### src/rtl/core_seq_ctrl.sv
// Instruction sequencer for the attention core: kernel preload, Q streaming,
// then output-FIFO drain into psum memory. Host Q/K writes pass through in IDLE only.
module core_seq_ctrl #(
    parameter int col    = 8,
    parameter int addr_w = 4
) (
    input  logic              clk,
    input  logic              reset,
    input  logic              start,
    input  logic [addr_w-1:0] n_q_m1,
    input  logic              host_wr_q,
    input  logic              host_wr_k,
    input  logic [addr_w-1:0] host_addr,
    input  logic              fifo_valid,
    output logic [16:0]       inst,
    output logic              busy,
    output logic              done
);

    typedef enum logic [2:0] {
        S_IDLE,
        S_KLOAD,
        S_KFLUSH,
        S_EXEC,
        S_EFLUSH,
        S_DRAIN
    } state_t;

    localparam logic [addr_w-1:0] K_LAST = addr_w'(col - 1);

    state_t            r_state;
    logic [addr_w-1:0] r_k_cnt;
    logic [addr_w-1:0] r_q_cnt;
    logic [addr_w-1:0] r_p_cnt;
    logic [addr_w-1:0] r_n_q_m1;

    logic w_host_wr;
    logic w_last_write;

    assign w_host_wr    = host_wr_q | host_wr_k;
    assign w_last_write = (r_state == S_DRAIN) && fifo_valid && (r_p_cnt == r_n_q_m1);

    assign busy = (r_state != S_IDLE);
    assign done = w_last_write;

    // NOTE: state and counters use non-blocking assignments so every register
    // samples the pre-edge values of the others, independent of statement order.
    always_ff @(posedge clk) begin
        if (reset) begin
            r_state  <= S_IDLE;
            r_k_cnt  <= '0;
            r_q_cnt  <= '0;
            r_p_cnt  <= '0;
            r_n_q_m1 <= '0;
        end else begin
            case (r_state)
                S_IDLE: begin
                    if (start) begin
                        r_n_q_m1 <= n_q_m1;
                        r_k_cnt  <= '0;
                        r_q_cnt  <= '0;
                        r_p_cnt  <= '0;
                        r_state  <= S_KLOAD;
                    end
                end
                S_KLOAD: begin
                    if (r_k_cnt == K_LAST) begin
                        r_state <= S_KFLUSH;
                    end else begin
                        r_k_cnt <= r_k_cnt + 1'b1;
                    end
                end
                S_KFLUSH: r_state <= S_EXEC;
                S_EXEC: begin
                    if (r_q_cnt == r_n_q_m1) begin
                        r_state <= S_EFLUSH;
                    end else begin
                        r_q_cnt <= r_q_cnt + 1'b1;
                    end
                end
                S_EFLUSH: r_state <= S_DRAIN;
                S_DRAIN: begin
                    if (w_last_write) begin
                        r_state <= S_IDLE;
                    end else if (fifo_valid) begin
                        r_p_cnt <= r_p_cnt + 1'b1;
                    end
                end
                default: r_state <= S_IDLE;
            endcase
        end
    end

    // NOTE: inst is cleared first so every path through the case assigns it
    // and no latch is inferred for the bits a state leaves untouched.
    always_comb begin
        inst = '0;
        case (r_state)
            S_IDLE: begin
                // An accepted start suppresses any host write in the same cycle.
                if (!start && w_host_wr) begin
                    inst[4]     = host_wr_q;
                    inst[2]     = host_wr_k;
                    inst[15:12] = host_addr;
                end
            end
            S_KLOAD: begin
                inst[6]     = 1'b1;
                inst[3]     = 1'b1;
                inst[15:12] = r_k_cnt;
            end
            S_KFLUSH: inst[6] = 1'b1;
            S_EXEC: begin
                inst[7]     = 1'b1;
                inst[5]     = 1'b1;
                inst[15:12] = r_q_cnt;
            end
            S_EFLUSH: inst[7] = 1'b1;
            S_DRAIN: begin
                inst[16]   = fifo_valid;
                inst[0]    = fifo_valid;
                inst[11:8] = r_p_cnt;
            end
            default: inst = '0;
        endcase
    end

endmodule

### config.mk
export PLATFORM = sky130hd
export DESIGN_NAME = core_seq_ctrl
export DESIGN_NICKNAME = d
export VERILOG_FILES = /design/src/rtl/core_seq_ctrl.sv
export SDC_FILE = /design/constraint.sdc
export NUM_CORES = 1
export LEC_CHECK = 0
export ABC_CLOCK_PERIOD_IN_PS = 1850
export CORE_MARGIN = 1
export CORE_UTILIZATION = 35
export CTS_CLUSTER_SIZE = 30
export DETAILED_ROUTE_END_ITERATION = 16
export PLACE_DENSITY = 0.61
export SLEW_MARGIN = 0
export SYNTH_ARGS = -nofsm -noshare
export SYNTH_HDL_FRONTEND = slang
export SYNTH_SLANG_ARGS = --single-unit
### constraint.sdc
create_clock -name clk -period 1.85 [get_ports clk]
set_input_delay 0.37 -clock clk [delete_from_list [all_inputs] [get_ports clk]]
set_output_delay 0.37 -clock clk [all_outputs]
set_load 0.05 [all_outputs]
Word level (Yosys, flattened, before mapping)

Index checks and enable logic that the tools add are counted.

Bitwise logic cells: 1
Reductions and logical operators: 16
Mux-type cells: 25
Equality and inequality tests: 16
Add/subtract/negate cells: 3

Operators with widths:

| cell                                                                  | count |
|---|---|
| 4-bit two-way mux                                                     | 7 |
| 4-bit case mux with 2 select lines                                    | 3 |
| 3-bit case mux with 6 select lines                                    | 1 |
| 2-bit != test, second input constant                                  | 8 |
| 4-bit by 1-bit adder with 4-bit output, second input constant         | 3 |
| 3-bit two-way mux                                                     | 4 |
| 4-bit case mux with 3 select lines                                    | 1 |
| 1-bit two-way mux                                                     | 9 |
| 4-bit equality test                                                   | 2 |
| 4-bit AND reduction                                                   | 2 |
| 3-bit by 2-bit equality test with 1-bit output, second input constant | 2 |
| 3-bit equality test, second input constant                            | 2 |
| 3-bit AND reduction                                                   | 2 |
| 2-bit nonzero test                                                    | 3 |
| 4-bit by 3-bit equality test with 1-bit output, second input constant | 1 |
| 2-bit OR reduction                                                    | 2 |
| 3-bit by 1-bit equality test with 1-bit output, second input constant | 1 |
| 1-bit logical AND                                                     | 3 |
| 3-bit zero test                                                       | 1 |
| 3-bit nonzero test                                                    | 1 |
| 2-bit AND reduction                                                   | 1 |
| 1-bit zero test                                                       | 1 |
| 1-bit OR                                                              | 1 |

Register bits after elaboration: 19
Input bits: 14
Word-level logic and storage cells: 66
Output and inout bits: 19

Depth between registers and ports, before layout

Gate-level depths: netlist of run 1.

Depth after elaboration: 5
Depth in mapped cells: 6
Mapped depth without buffers: 5

Least setup slack after synthesis of run 1

No wires, ideal clock.

Path kind: reg2reg
Start point: register r_state[1]
End point: register r_state[2]
Data required time: 1.786 ns
Stages on the path, launching flop included: 5
Clock period less this slack: 2.152 ns
Path buffers: 1
Arrival: 2.088 ns
Slack: -0.302 ns
Cell sequence: dfxtp_1 -> buf_2 -> nand2b_1 -> o21ai_0 -> o2111a_1

Longest elaborated chain between the ends: 5
Elaborated cells on any way between the ends: 14
Classes of those cells: eq/ne: 9; mux: 1; reduce/logical: 4

Ends and longest elaborated chain:

| item                           | RTL line | text |
|---|---|---|
| start, declared                | 31       | `state_t r_state;` |
| start signal, assigned         | 50       | `r_state <= S_IDLE;` |
| start signal, assigned         | 63       | `r_state <= S_KLOAD;` |
| start signal, assigned         | 68       | `r_state <= S_KFLUSH;` |
| 3-bit equality test            | 41, 56   |  |
| 1-bit logical AND (2 in a row) | 41       | `assign w_last_write = (r_state == S_DRAIN) && fifo_valid && (r_p_cnt == r_n_q_m1);` |
| 2-bit != test (no line)        | -        |  |
| 4-bit AND reduction (no line)  | -        |  |

Parallel ways exist; a longest one is shown, timed or not.
A chain may end at the register's enable or synchronous reset.

Final worst setup path of run 1

Start point: register r_state[0]
End point: output port inst[15]

Longest elaborated chain between the ends: 2
Elaborated cells on any way between the ends: 4
Classes of those cells: eq/ne: 2; mux: 1; reduce/logical: 1

Ends and longest elaborated chain:

| item                                                                   | RTL line | text |
|---|---|---|
| 3-bit by 2-bit equality test with 1-bit output (tied with other cells) | 98       | `case (r_state)` |
| 4-bit case mux with 3 select lines *                                   | 98       |  |
| end, declared                                                          | 15       | `output logic [16:0] inst,` |

Mark *: on every way between the ends. The rest lies on a longest branch, timed or not.

==> summary.md, run 1 <==
| Metric | Value |
|---|---|
| Status | complete, but fails checks |
| Failing checks | setup timing |
| Fill cells | about 270 |
| Syn_nets | roughly 160 |
| Chip width | around 60 um |
| Cell Area, Synth | 1210 um2 |
| Skew final | around 0.0056 ns |
| Hold Crit Start | r_n_q_m1[2]$_SDFFE_PP0P_ |
| DPL Wire Length | 2460 um |
| Yosys top cell by area | dfxtp_1 |
| Layout net count | 212 |
| Top cell type's share of synthesized area | 31.4% |
| CTS tree | done |
| Synth cell types | 45 |
| RD Place Congestion | between 0.8 and 0.9 |
| Most frequent cells in the layout | 21 x buf_4, 18 x buf_12, 14 x nand2_1, 14 x a21oi_1 |
| Period Utilization, post-route | 106% |
| Vias/cell | 5.22 |
| Die Ht | between 60 and 70 um |
| Ant diodes | 0 |
| CTS Buffer Depth | 2 |
| Row count | 20 |
| Worst slew pin tran | 0.569 ns |
| Routed WL | about 3500 um |
| # H-tree levels | 1 |
| Grt total ovfl | 0 |
| Syn. warnings | 0 |
| GRT Resource Usage Total | 20.3% |
| Syn Inst Count | 142 |
| Min-Delay Path Depth | 2 |
| DRT iter0 DRCs | 49 |
| Num Clock Sinks | 19 |
| Reg2reg start | r_state[1]$_SDFFE_PP0P_ |
| Number of flops mapped to enable cells by yosys | 0 |
| Routed Antenna Nets | 0 |
| # DRC | 0 |
| Fmax | 0.508 GHz |
| Number of global-route vias before repair | 1144 |
| Reg2reg end | r_p_cnt[0]$_SDFFE_PP0P_ |
| Mapped Avg Cell Area | ~8.5 um2 |
| Core box area | 3150 um2 |
| Async SR Flop Fraction | 0% |
| Max Cap Violations | 0 |
| Root Driver | clkbuf_4 |
| Final WS setup | -0.119 ns |
| I/O pins | 33 |
| Minimum clock period | just under 2 ns |
| Worst Reg-to-Reg Cells | 7 |
| Starting Density | 38.4% |
| Crit path max fanout | 5 |
| Req. time, crit path | 1.48 ns |
| Finished Layout Cells | 238 |
| Synthesis-to-finish area growth | 71.3% |
| Cts bufs inserted | 3 |
| Final Hold Fails | 0 |
| IO buf count | 31 |
| Synth top area cells | dfxtp_1 31%, a21oi_1 5.8%, nand2_1 4.3%, xor2_1 4.3%, and2_1 3.6% |
| Crit path DAT | 1.60 ns |
| First-pass GRT wire length | 5410 um |
| Vias | about 1200 |
| Most common cell after layout, fill and taps aside | buf_4 |
| Fin Setup TNS | -0.824 ns |
| Setup crit end kind | primary output |
| Worst Hold End | r_n_q_m1[2]$_SDFFE_PP0P_ |
| Wire length per cell | 14.6 um |
| RSZ-0062 raised after global routing | true |
| Rel. slew slack | about three fifths |
| Clk_lat worst skew | around 0.30 ns |
| Seq/Total Area, Yosys | 31.4% |
| Peak supply drop | 0.581 mV |
| Startpoint types | register |
| # placed instances | about 220 |
| Layout cell share with drive strength beyond 1 | 46.9% |
| Total die area | 3700 um2 |
| Setup violators final | 11 |
| 1st-pass router iterations | 4 |
| P_leak | between 0.8 and 0.9 nW |
| Slew Viols, Final | 0 |
| Initial antenna violation count | 0 |
| Cell Pwr Density | 697 nW/um2 |
| Clock-pin slew on the worst setup and hold paths | 0.12 ns |
| Synth Register Bits | 19 |
| Reg2Reg Setup Slack | 0.02 ns |
| Largest net degree at the start of global routing | 12 |
| Worst hold path type | register to register |
| Crit path kind | register to primary output |
| Dominant synthesized flop cell | dfxtp_1 |
| Setup slack after placement | -0.325 ns |
logic make-up after synthesis:
group	after synthesis	synth area share, %
simple gates	62	31.2
compound gates	30	19.1
mux	1	0.931
xor+xnor	11	7.96
fa+ha+maj	3	3.10
other cells	1	0.310
buf+inv	15	5.89
flops	19	31.4
synthesized netlist by cell type (4+ instances only):
master / instances
nand3_1: 8
nand2_1: 14
nor2_1: 7
xor2_1: 6
a222oi_1: 4
xnor2_1: 5
nand3b_1: 4
dfxtp_1: 19
a21oi_1: 14
inv_1: 6
and2_1: 7
metal layers:
layer	routed length [um]	up-vias	track usage (%)
met5	0	-	0
met4	21	0	6.49
met2	1780	38	35.8
met3	129	2	3.84
li1	-	613	-
met1	1560	589	25.0
worst max path at each step:
stage                             from        to  slack (ns)  cells past startpoint
2_1_floorplan  r_state[0]$_SDFFE_PP0P_  inst[15]       -0.08                      4
3_3_place_gp                     start  inst[12]       -0.27                      7
3_5_place_dp                     start  inst[12]       -0.32                      7
4_1_cts        r_state[0]$_SDFFE_PP0P_  inst[15]       -0.13                      5
5_1_grt        r_state[1]$_SDFFE_PP0P_  inst[15]       -0.18                      6
6_report       r_state[0]$_SDFFE_PP0P_  inst[15]       -0.12                      5
cell type report:
cell class / instances / area (um2) / share of cell area [%]
clock inverters: 1 / 5.00 / 0.242
flip-flops and latches: 19 / 397 / 19.1
well taps: 44 / 55.1 / 2.66
inverters: 7 / 28.8 / 1.39
multi-input cells: 108 / 871 / 42.0
clock buffers: 3 / 22.5 / 1.09
repair buffers: 56 / 693 / 33.5
repair_timing:
item	CTS	global route
gates cloned	0	0
gates resized for setup	31	14
setup buffers	7	6
setup endpoints to repair	14	17
pin swaps	4	8
hold buffers	0	0
flip-flops by register name (all words and copies together), names as in the netlist:
register	count
r_n_q_m1	4
r_p_cnt	4
r_state	3
r_q_cnt	4
r_k_cnt	4
through the flow:
| stage | cell area [um2] | total power [mW] | hold WS [ns] | util, % |
|---|---|---|---|---|
| 2_1_floorplan | 1220 | 0.835 | 0.465 | - |
| 3_3_place_gp | 1810 | 1.11 | 0.498 | 57.4 |
| 3_5_place_dp | 1810 | 1.12 | 0.510 | 57.4 |
| 4_1_cts | 1970 | 1.40 | 0.513 | 62.5 |
| 5_1_grt | 2070 | 1.51 | 0.518 | 65.7 |
| 6_report | 2070 | 1.44 | 0.508 | 65.7 |
critical path: stages (launching register included):
cell and delay [ns]:
dfxtp_2 0.35, buf_6 0.13, nor3b_4 0.16, a222oi_1 0.39, inv_2 0.10, buf_12 0.16
power breakdown:
part / switching (mW) / internal [mW] / total, mW / leakage, nW
registers: 0.0319 / 0.437 / 0.469 / 0.159
logic: 0.384 / 0.366 / 0.751 / 0.698
clock network: 0.144 / 0.0806 / 0.224 / 0.0177
No activity file was read; power rests on OpenSTA's default activity.
==> run 2: changes to the inputs <==
--- a/config.mk
+++ b/config.mk
@@ -8,8 +8,8 @@
 export ABC_CLOCK_PERIOD_IN_PS = 1850
 export CORE_MARGIN = 1
 export CORE_UTILIZATION = 35
-export CTS_CLUSTER_SIZE = 30
 export DETAILED_ROUTE_END_ITERATION = 16
+export HOLD_SLACK_MARGIN = 0.1
 export PLACE_DENSITY = 0.61
 export SLEW_MARGIN = 0
 export SYNTH_ARGS = -nofsm -noshare
==> results of run 2 <==
Final layout, timing and power as in run 1 (identical DEF).
==> run 3: changes to the inputs <==
--- a/config.mk
+++ b/config.mk
@@ -5,7 +5,6 @@
 export SDC_FILE = /design/constraint.sdc
 export NUM_CORES = 1
 export LEC_CHECK = 0
-export ABC_CLOCK_PERIOD_IN_PS = 1850
 export CORE_MARGIN = 1
 export CORE_UTILIZATION = 35
 export DETAILED_ROUTE_END_ITERATION = 16
==> results of run 3 <==
Final layout, timing and power as in run 1 (identical DEF).
==> patch (flow settings as in run 1) <==
Add an input register stage for `start`, `n_q_m1`, `host_wr_q`, `host_wr_k`, `host_addr` and `fifo_valid`; this delays them by one clock. Comments in the files are not updated.
--- a/src/rtl/core_seq_ctrl.sv
+++ b/src/rtl/core_seq_ctrl.sv
@@ -28,6 +28,22 @@
 
     localparam logic [addr_w-1:0] K_LAST = addr_w'(col - 1);
 
+    logic start_q;
+    logic [addr_w-1:0] n_q_m1_q;
+    logic host_wr_q_q;
+    logic host_wr_k_q;
+    logic [addr_w-1:0] host_addr_q;
+    logic fifo_valid_q;
+
+    always_ff @(posedge clk) begin
+        start_q      <= start;
+        n_q_m1_q     <= n_q_m1;
+        host_wr_q_q  <= host_wr_q;
+        host_wr_k_q  <= host_wr_k;
+        host_addr_q  <= host_addr;
+        fifo_valid_q <= fifo_valid;
+    end
+
     state_t            r_state;
     logic [addr_w-1:0] r_k_cnt;
     logic [addr_w-1:0] r_q_cnt;
@@ -37,8 +53,8 @@
     logic w_host_wr;
     logic w_last_write;
 
-    assign w_host_wr    = host_wr_q | host_wr_k;
-    assign w_last_write = (r_state == S_DRAIN) && fifo_valid && (r_p_cnt == r_n_q_m1);
+    assign w_host_wr    = host_wr_q_q | host_wr_k_q;
+    assign w_last_write = (r_state == S_DRAIN) && fifo_valid_q && (r_p_cnt == r_n_q_m1);
 
     assign busy = (r_state != S_IDLE);
     assign done = w_last_write;
@@ -55,8 +71,8 @@
         end else begin
             case (r_state)
                 S_IDLE: begin
-                    if (start) begin
-                        r_n_q_m1 <= n_q_m1;
+                    if (start_q) begin
+                        r_n_q_m1 <= n_q_m1_q;
                         r_k_cnt  <= '0;
                         r_q_cnt  <= '0;
                         r_p_cnt  <= '0;
@@ -82,7 +98,7 @@
                 S_DRAIN: begin
                     if (w_last_write) begin
                         r_state <= S_IDLE;
-                    end else if (fifo_valid) begin
+                    end else if (fifo_valid_q) begin
                         r_p_cnt <= r_p_cnt + 1'b1;
                     end
                 end
@@ -98,10 +114,10 @@
         case (r_state)
             S_IDLE: begin
                 // An accepted start suppresses any host write in the same cycle.
-                if (!start && w_host_wr) begin
-                    inst[4]     = host_wr_q;
-                    inst[2]     = host_wr_k;
-                    inst[15:12] = host_addr;
+                if (!start_q && w_host_wr) begin
+                    inst[4]     = host_wr_q_q;
+                    inst[2]     = host_wr_k_q;
+                    inst[15:12] = host_addr_q;
                 end
             end
             S_KLOAD: begin
@@ -117,8 +133,8 @@
             end
             S_EFLUSH: inst[7] = 1'b1;
             S_DRAIN: begin
-                inst[16]   = fifo_valid;
-                inst[0]    = fifo_valid;
+                inst[16]   = fifo_valid_q;
+                inst[0]    = fifo_valid_q;
                 inst[11:8] = r_p_cnt;
             end
             default: inst = '0;
Check against the original RTL: not equivalent (Yosys sat finds a counterexample within 4 cycles, from zero or initial values and one cycle with reset high).
==> patch against run 1 <==
- the flow still finishes with violations (setup timing)
- die area grew 18%
- worst setup slack improved by 0.0014 ns
- routed wire length increased by 0.26%
- via count increased by 5.9%
- total power rose by 28%
- sequential cell count grew 12
- synthesized area increased by 19%
- cell area is 12% higher
==> patch: results (changes against run 1) <==
violated checks=setup timing; synth unique cells=44 (-2.2%); Post-Syn Nets=173 (+8.8%); final setup fails=5 (-6); # DRC=0 (unchanged); asr flop ratio synth=0% (unchanged); yosys warns=0 (unchanged); share of layout cells above drive strength 1=40.29% (-6.6 points); final core occ=61.00% (-4.7 points); first-pass GRT wire length=5851 µm (+8.2%); critical path fanouts, max=6 (+1); R2R cell count=4 (-3); dominant cells by area after synthesis=dfxtp_1, nand3_1, xor2_1, a21oi_1, and2_1; Placed Area=1978 µm² (+9.3%); post-route worst setup slack=-0.1177 ns (+0.001411 ns); vias=1315 (+5.9%); synthesized netlist cell count=156 (+9.9%); mux cell area share after synthesis=0% (-0.93 points); All-Layer GR Usage=18.16% (-2.2 points); Num CTS Buffers=5 (+2); 1st-iter DRT viols=98 (+100%); Diodes inserted=0 (unchanged); clk slew on worst S/H paths=0.06 ns (-0.06 ns); DR vias/cell=5.177 (-0.79%); DP Wirelength=2355 µm (-4.3%); H-Tree Depth=2 (+1); routability cong.=0.7988 (-1.2%); Post-Synth Adder-Cell Area=2.606% (-0.50 points); register area share after synthesis=43.09% (+12 points); Leakage=0.9424 nW (+7.7%); IO buf count=31 (unchanged); VDD IR max=0.0004816 V (-17%); worst slack, placed=0.06318 ns (+0.3880 ns); number of fill cells in the layout=312 (+15%); max-slew violations=0 (unchanged); skew final=0.003796 ns (-0.001782 ns); clk_lat worst skew=0.28 ns (-0.02 ns); Pre-Repair DR Iteration Count=4 (unchanged); Synth Area in Compound Gates=15.73% (-3.4 points); Final #Nets=223 (+5.2%); WL/cell=13.76 µm (-6.1%); Setup TNS Final=-0.3150 ns (+0.5089 ns); CP arrival=1.60 ns (about the same); Post-Synth XOR/XNOR Area=6.690% (-1.3 points); Root Driver=clkbuf_8; cell total after placement=233 (+5.0%); largest net degree at the start of global routing=18 (+6); status=finished with violations; Synth top cells by count=dfxtp_1, nand3_1, nand2_1
## patch: cell types whose count changed in the layout (fill, tap and decap cells not counted), moves of 6 or more
cell,change
clkbuf_8,+6
dfxtp_1,+12
dfxtp_2,-6
dfxtp_4,+6
nand3_1,+9
## patch: worst paths after layout
check | startpoint | end | slack [ns]
max reg2reg | r_state[2] | r_p_cnt[1] | 0.12
min | n_q_m1_q[2] | r_n_q_m1[2] | 0.43
max | r_state[2] | inst[15] | -0.12
min reg2reg | n_q_m1_q[2] | r_n_q_m1[2] | 0.43
## patch: worst max-delay path, cell delays in order (launching register included)
cell      delay [ns]
dfxtp_4         0.36
nand3b_1        0.14
clkinv_2        0.12
a222oi_1        0.45
inv_2           0.08
buf_12          0.16
## patch: per-layer routing
layer	global-route usage (%)	vias up	share of wire (%)
li1	-	655	-
met1	19.87	615	41
met2	31.89	41	52
met3	5.172	4	4.9
met4	8.777	0	1.7
met5	0	-	0
## patch: layout make-up
cell class / count / area share (%)
multi-input combinational: 106 / 36.07
inverter: 9 / 1.512
clock buffer: 6 / 3.564
timing repair buffer: 53 / 27.92
sequential: 31 / 28.13
clock inverter: 1 / 0.2160
tap: 48 / 2.592
## patch: what timing repair did
action,CTS,global route
setup buffers,9,5
gates resized for setup,24,13
setup endpoints to repair,13,11
pin swaps,9,5
## patch: cell families (layout without fill, tap and decap cells)
kind of cell / count (synthesis) / after routing
adder cells (fa/ha/maj): 3 / 3
XOR/XNOR: 11 / 11
other: 1 / 1
buffers and inverters: 19 / 69
AO/OA/AOI/OAI: 29 / 29
AND/OR/NAND/NOR: 62 / 62
flip-flops: 31 / 31
## patch: power breakdown
part	leakage [nW]	internal [mW]	switching (mW)	total, mW
Clock	0.0470	0.291	0.236	0.527
Sequential	0.262	0.702	0.0421	0.744
Combinational	0.633	0.280	0.298	0.578
